<file path="src/rtl/pacman_motion_ctrl.sv">
// pacman_motion_ctrl
// Moves the Pac-Man sprite one STEP per video frame in the direction chosen by
// the buttons. The sprite stops at the playfield edges. Its animation frame
// advances every ANIM_DIV frames in which the sprite actually moves.
//
// Ports
//   clk           system clock (the only clock)
//   rst_n         asynchronous active-low reset
//   frame_start   one-cycle pulse when the raster wraps to line 0
//   btn[3:0]      raw asynchronous buttons: [3] up, [2] down, [1] left, [0] right
//   pac_x/pac_y   sprite top-left position (registered)
//   dir           current direction: 0 up, 1 down, 2 left, 3 right (registered)
//   frame_select  animation frame index to the sprite ROM (registered)
//   moving        high while the FSM is in MOVING (registered)
//
// Build option
//   PACMAN_WRAP_EN  when defined, horizontal motion wraps around the screen
//                   instead of stopping at the edges.
module pacman_motion_ctrl #(
    parameter int STEP     = 2,
    parameter int ANIM_DIV = 20,
    parameter int X_MAX    = 576,
    parameter int Y_MAX    = 416,
    parameter int X_START  = 288,
    parameter int Y_START  = 208
) (
    input  logic       clk,
    input  logic       rst_n,
    input  logic       frame_start,
    input  logic [3:0] btn,
    output logic [9:0] pac_x,
    output logic [9:0] pac_y,
    output logic [1:0] dir,
    output logic [1:0] frame_select,
    output logic       moving
);

    typedef enum logic [1:0] {S_IDLE, S_MOVING, S_BLOCKED} state_t;

    localparam logic [1:0] DIR_UP    = 2'd0;
    localparam logic [1:0] DIR_DOWN  = 2'd1;
    localparam logic [1:0] DIR_LEFT  = 2'd2;
    localparam logic [1:0] DIR_RIGHT = 2'd3;

    localparam logic [9:0]        X_MAX_C   = 10'(X_MAX);
    localparam logic [9:0]        Y_MAX_C   = 10'(Y_MAX);
    localparam logic [9:0]        X_START_C = 10'(X_START);
    localparam logic [9:0]        Y_START_C = 10'(Y_START);
    localparam logic signed [10:0] STEP_S   = 11'(STEP);
    localparam logic [4:0]        ANIM_LAST = 5'(ANIM_DIV - 1);

`ifdef PACMAN_WRAP_EN
    localparam logic WRAP_H = 1'b1;
`else
    localparam logic WRAP_H = 1'b0;
`endif

    // One step along an axis. The sum is formed at 11 bits, signed, so that an
    // underflow below 0 is visible before clamping or wrapping.
    function automatic logic [9:0] step_coord(input logic [9:0] pos,
                                              input logic       dec,
                                              input logic       wrap,
                                              input logic [9:0] lim);
        logic signed [10:0] sum;
        logic signed [10:0] lim_s;
        lim_s = $signed({1'b0, lim});
        if (dec) sum = $signed({1'b0, pos}) - STEP_S;
        else     sum = $signed({1'b0, pos}) + STEP_S;
        if (sum < 11'sd0)      step_coord = wrap ? lim : 10'd0;
        else if (sum > lim_s)  step_coord = wrap ? 10'd0 : lim;
        else                   step_coord = sum[9:0];
    endfunction

    // True when the sprite sits on the edge that direction d points into.
    // A wrapping horizontal axis has no edge.
    function automatic logic at_limit(input logic [1:0] d,
                                      input logic [9:0] x,
                                      input logic [9:0] y);
        case (d)
            DIR_UP:   at_limit = (y == 10'd0);
            DIR_DOWN: at_limit = (y == Y_MAX_C);
            DIR_LEFT: at_limit = !WRAP_H && (x == 10'd0);
            default:  at_limit = !WRAP_H && (x == X_MAX_C);
        endcase
    endfunction

    logic [3:0] btn_s1_q, btn_s2_q;
    logic [1:0] pend_dir_q;
    logic       pend_valid_q;
    state_t     state_q, state_d;
    logic [9:0] x_q, x_d, y_q, y_d;
    logic [1:0] dir_q, dir_d;
    logic [1:0] fsel_q, fsel_d;
    logic [4:0] anim_q, anim_d;
    logic       moving_q, moving_d;
    logic       do_step;

    always_comb begin
        state_d = state_q;
        x_d     = x_q;
        y_d     = y_q;
        dir_d   = dir_q;
        fsel_d  = fsel_q;
        anim_d  = anim_q;
        do_step = 1'b0;

        if (frame_start) begin
            case (state_q)
                S_IDLE:    do_step = pend_valid_q;
                S_MOVING:  do_step = 1'b1;
                default:   do_step = (pend_dir_q != dir_q) &&
                                     !at_limit(pend_dir_q, x_q, y_q);
            endcase
        end

        if (do_step) begin
            dir_d   = pend_dir_q;
            state_d = S_MOVING;
            case (pend_dir_q)
                DIR_UP:   y_d = step_coord(y_q, 1'b1, 1'b0, Y_MAX_C);
                DIR_DOWN: y_d = step_coord(y_q, 1'b0, 1'b0, Y_MAX_C);
                DIR_LEFT: x_d = step_coord(x_q, 1'b1, WRAP_H, X_MAX_C);
                default:  x_d = step_coord(x_q, 1'b0, WRAP_H, X_MAX_C);
            endcase
            // Only a step taken from MOVING can run into a wall; leaving IDLE
            // or BLOCKED always lands in MOVING first.
            if (state_q == S_MOVING && at_limit(pend_dir_q, x_d, y_d))
                state_d = S_BLOCKED;
            // The animation advances on every frame that moves the sprite.
            if (anim_q == ANIM_LAST) begin
                anim_d = 5'd0;
                fsel_d = fsel_q + 2'd1;
            end else begin
                anim_d = anim_q + 5'd1;
            end
        end

        moving_d = (state_d == S_MOVING);
    end

    always_ff @(posedge clk or negedge rst_n) begin
        if (!rst_n) begin
            btn_s1_q     <= '0;
            btn_s2_q     <= '0;
            pend_dir_q   <= DIR_RIGHT;
            pend_valid_q <= 1'b0;
            state_q      <= S_IDLE;
            x_q          <= X_START_C;
            y_q          <= Y_START_C;
            dir_q        <= DIR_RIGHT;
            fsel_q       <= 2'd0;
            anim_q       <= 5'd0;
            moving_q     <= 1'b0;
        end else begin
            btn_s1_q <= btn;
            btn_s2_q <= btn_s1_q;
            // Latch the highest-priority pressed button; releasing all keeps it.
            if (|btn_s2_q) begin
                pend_valid_q <= 1'b1;
                if (btn_s2_q[3])      pend_dir_q <= DIR_UP;
                else if (btn_s2_q[2]) pend_dir_q <= DIR_DOWN;
                else if (btn_s2_q[1]) pend_dir_q <= DIR_LEFT;
                else                  pend_dir_q <= DIR_RIGHT;
            end
            state_q  <= state_d;
            x_q      <= x_d;
            y_q      <= y_d;
            dir_q    <= dir_d;
            fsel_q   <= fsel_d;
            anim_q   <= anim_d;
            moving_q <= moving_d;
        end
    end

    assign pac_x        = x_q;
    assign pac_y        = y_q;
    assign dir          = dir_q;
    assign frame_select = fsel_q;
    assign moving       = moving_q;

endmodule

</file>
<file path="config.mk">
export PLATFORM = sky130hd
export DESIGN_NAME = pacman_motion_ctrl
export DESIGN_NICKNAME = d
export VERILOG_FILES = /design/src/rtl/pacman_motion_ctrl.sv
export SDC_FILE = /design/constraint.sdc
export NUM_CORES = 1
export LEC_CHECK = 0
export BUFFER_PORTS_ARGS = -buffer_cell sky130_fd_sc_hd__buf_2
export CAP_MARGIN = 20
export CORE_MARGIN = 5
export CORE_UTILIZATION = 46
export CTS_CLUSTER_DIAMETER = 100
export DETAILED_ROUTE_END_ITERATION = 7
export PLACE_DENSITY = 0.78
export SYNTH_ARGS = -nofsm -noshare
export SYNTH_HDL_FRONTEND = slang
export SYNTH_SLANG_ARGS = --single-unit
</file>
<file path="constraint.sdc">
create_clock -name clk -period 2.6 [get_ports clk]
set_clock_uncertainty 0.15 [all_clocks]
set_input_delay 0.26 -clock clk [delete_from_list [all_inputs] [get_ports clk]]
set_output_delay 0.26 -clock clk [all_outputs]
set_load 0.005 [all_outputs]
</file>
==> metrics.cfg <==
[global_routing]
overflow=0
grt_pass1_wl_um=20900
grt_pass1_vias=4289
grt_max_degree=43
grt_use_total_pct=26.0
antenna_found_initial=0

[timing]
relSlewSlack_pct=57.5
fin_crit_ns=2.90
tns_ns=-1.50
finalWorstSetupSlack_ns=-0.296
hold_viol=0
maxSlewViolCount=0
rsz0062_at_grt=yes
max_slew.worst_pin.slew_ns=0.629
fmax_mhz=345
setup_violations=17
whs_ns=0.134
fin_crit_sh_pct=111

[cts]
clk_path_buf_depth=2
clk_pin_slew_worst_paths_ns=0.09
cts_made_buffers=5
cts_max_level=2
root_buffer=clkbuf_8
cts.sinks=43
cts_tree=done
clk_latency_ns=0.31

[worst_setup_path]
crit_slowest_cell=dfrtp_2
arrival_ns=2.92
r2r_end=state_q[0]
cp-endpoint=state_q[0]
endpoint_kind=flip-flop
r2r_slack_ns=-0.30
worstPathCellList=inv_4, ha_4, or2b_1, a311o_1, a211oi_4, buf_6, a31oi_4, o31ai_2, o2111ai_2, o32ai_2, a31oi_1
r2r_start=pac_y[1]
max_stage_delay_ns=0.46
start_kind=flip-flop
crit_required_ns=2.62
critPathKind=reg2reg
critPathLaunch=pac_y[1]
cp_max_fo=6
reg2regPathDepth=11

[synth]
ys_types=91
synth-edff-count=0
syn_area_per_cell_um2=8.42
netlist_instances=443
synth_ff_type=dfrtp_1
async_flop_share_pct=100
synth_seq_cells=43
ys_warn_count=0
synth_seq_area_share_pct=29.2
synth.cell_area_um2=3730
synth.net_count=456

[cells_and_area]
multiInputGateArea_um2=2720
stdcell_count=720
final_cell_area_um2=5720
nFillCells=587
area_growth_pct=53.4
antennaDiodeCount=0
drive_gt1_share_pct=50.2
final_util_pct=73.3
seq_area_um2=1090
layout.nets=630

[floorplanning]
dieArea_um2=10000
row_count=32
io_pins=32
start_util_pct=47.8
core-area_um2=7810
die_w_um=100
die_height_um=100

[run_status]
violations=negative setup slack
status=finished, violations left

[flow_run]
max_cap_violations=0

[routing]
ant_nets=0
wl_um=14000
avgViaCountPerCell=6.10
vias=4395
first_pass_iters=5
drc=0
wl_per_cell_um=19.4
drt_iter0_markers=331

[place]
place_area_um2=4910
gp_congestion=0.970
place_hpwl_um=10100
portBuffers=31
placed_cells=686

[power_and_ir_drop]
p_leak_nw=2.42
peakVddDrop_v=0.000765
pwr_density_cell_nw_per_um2=1150

[worst_hold_path]
holdCritPathClass=in2async

-- repair_timing --
| item | 4_1_cts | 5_1_grt |
|---|---|---|
| hold buffers | 5 | 0 |
| pin swaps | 7 | 16 |
| resized for setup | 29 | 83 |
| endpoints found under the setup margin | 15 | 23 |
| gates cloned | 0 | 0 |
| setup buffers | 5 | 16 |
| endpoints found under the hold margin | 15 | 0 |
-- logic make-up after synthesis --
family | after synthesis | synth area share (%)
buffers and inverters | 54 | 8.89
adder cells (fa/ha/maj) | 6 | 2.01
flip-flops | 43 | 29.2
XOR/XNOR | 13 | 3.25
multiplexers | 6 | 1.64
AO/OA/AOI/OAI | 144 | 29.1
AND/OR/NAND/NOR | 177 | 25.9
-- per-stage QoR --
step	setup slack (ns)	power [mW]
after floorplan	-0.272	3.29
after global placement	-0.322	4.91
after detailed placement	-0.347	4.99
after CTS	-0.293	5.88
after global routing	-0.388	6.90
final	-0.296	6.56
-- placed cells by master (no fill, tap or decap), types with 5 or more instances in the layout --
master / count
mux2i_1: 5
o21ai_0: 16
and2_1: 8
xnor2_1: 11
nor2b_1: 6
nand3_1: 17
buf_4: 142
nor2_1: 29
nand2_2: 14
inv_1: 16
dfrtp_2: 5
dlygate4sd3_1: 5
dfrtp_1: 29
o21ai_1: 14
buf_12: 5
a22o_1: 5
nor3_1: 8
buf_2: 32
a31oi_1: 12
nand2b_1: 5
a21oi_1: 12
dfstp_2: 9
buf_6: 16
clkbuf_8: 5
o211ai_1: 6
nand2_1: 34
and3_1: 5
nand4_1: 10
-- registers in the layout, summed over array words and instances (netlist names) --
name,cells
moving,1
btn_s2_q,4
pac_y,10
pac_x,10
frame_select,2
dir,2
pend_valid_q,1
pend_dir_q,2
anim_q,5
state_q,2
btn_s1_q,4
-- worst max-delay path: cells and delay by family, from the launching register on --
family,cells,cell delay (ns)
and+or+nand+nor,1,0.24
DFF,1,0.46
AOI/OAI and AO/OA,7,1.52
adders and majority gates,1,0.15
buffers and inverters,2,0.24
-- cells in the mapped netlist, drive strengths merged, types with 6 or more instances --
cell type  instances  share of area [%]
nand2             49                5.0
inv               19                1.9
nand3             20                2.8
nor4               6                2.0
a31oi             16                2.7
ha                 6                2.0
o211ai             6                1.2
xnor2             12                3.0
dfrtp             34                 23
nand4             10                1.7
o31ai              6                1.5
a311oi             7                1.6
and3               6                1.1
a211oi             7                2.0
clkbuf            12                2.7
and2              10                1.7
nor2              32                3.2
a21oi             14                2.0
buf               22                4.2
o21ai             34                4.6
nor2b              6                1.0
dfstp              9                6.3
nor3              12                1.7
-- how the worst min path moves through the flow --
stage | startpoint | end | slack (ns) | cells after the start
floorplan | rst_n | anim_q[0] | -0.19 | 0
global placement | btn_s1_q[0] | btn_s2_q[0] | 0.18 | 0
detailed placement | btn_s1_q[0] | btn_s2_q[0] | 0.19 | 0
CTS | btn_s1_q[0] | btn_s2_q[0] | 0.21 | 0
global route | rst_n | pac_x[4] | 0.15 | 2
finish | rst_n | pac_x[4] | 0.13 | 2
-- layout make-up --
| type | count | area share (%) |
|---|---|---|
| timing repair buffer | 201 | 27.5 |
| multi-input combinational | 346 | 47.5 |
| clock buffer | 6 | 1.27 |
| sequential | 43 | 19.1 |
| tap | 102 | 2.23 |
| clock inverter | 2 | 1.05 |
| inverter | 20 | 1.36 |
-- report_power, final --
| part | internal, mW | switching (mW) |
|---|---|---|
| sequential | 0.893 | 0.298 |
| combinational | 2.34 | 2.38 |
| clock | 0.384 | 0.257 |
| total | 3.62 | 2.94 |
-- per-layer routing --
layer	GRT usage [%]	share of wire, %	routed length (um)	up-vias
li1	-	-	-	2011
met4	11.0	3.9	543	0
met3	6.18	8.0	1110	67
met1	31.5	39	5430	2086
met2	44.2	49	6880	231
met5	0	0	0	-
Note: power is estimated with default switching activity, not from simulation.
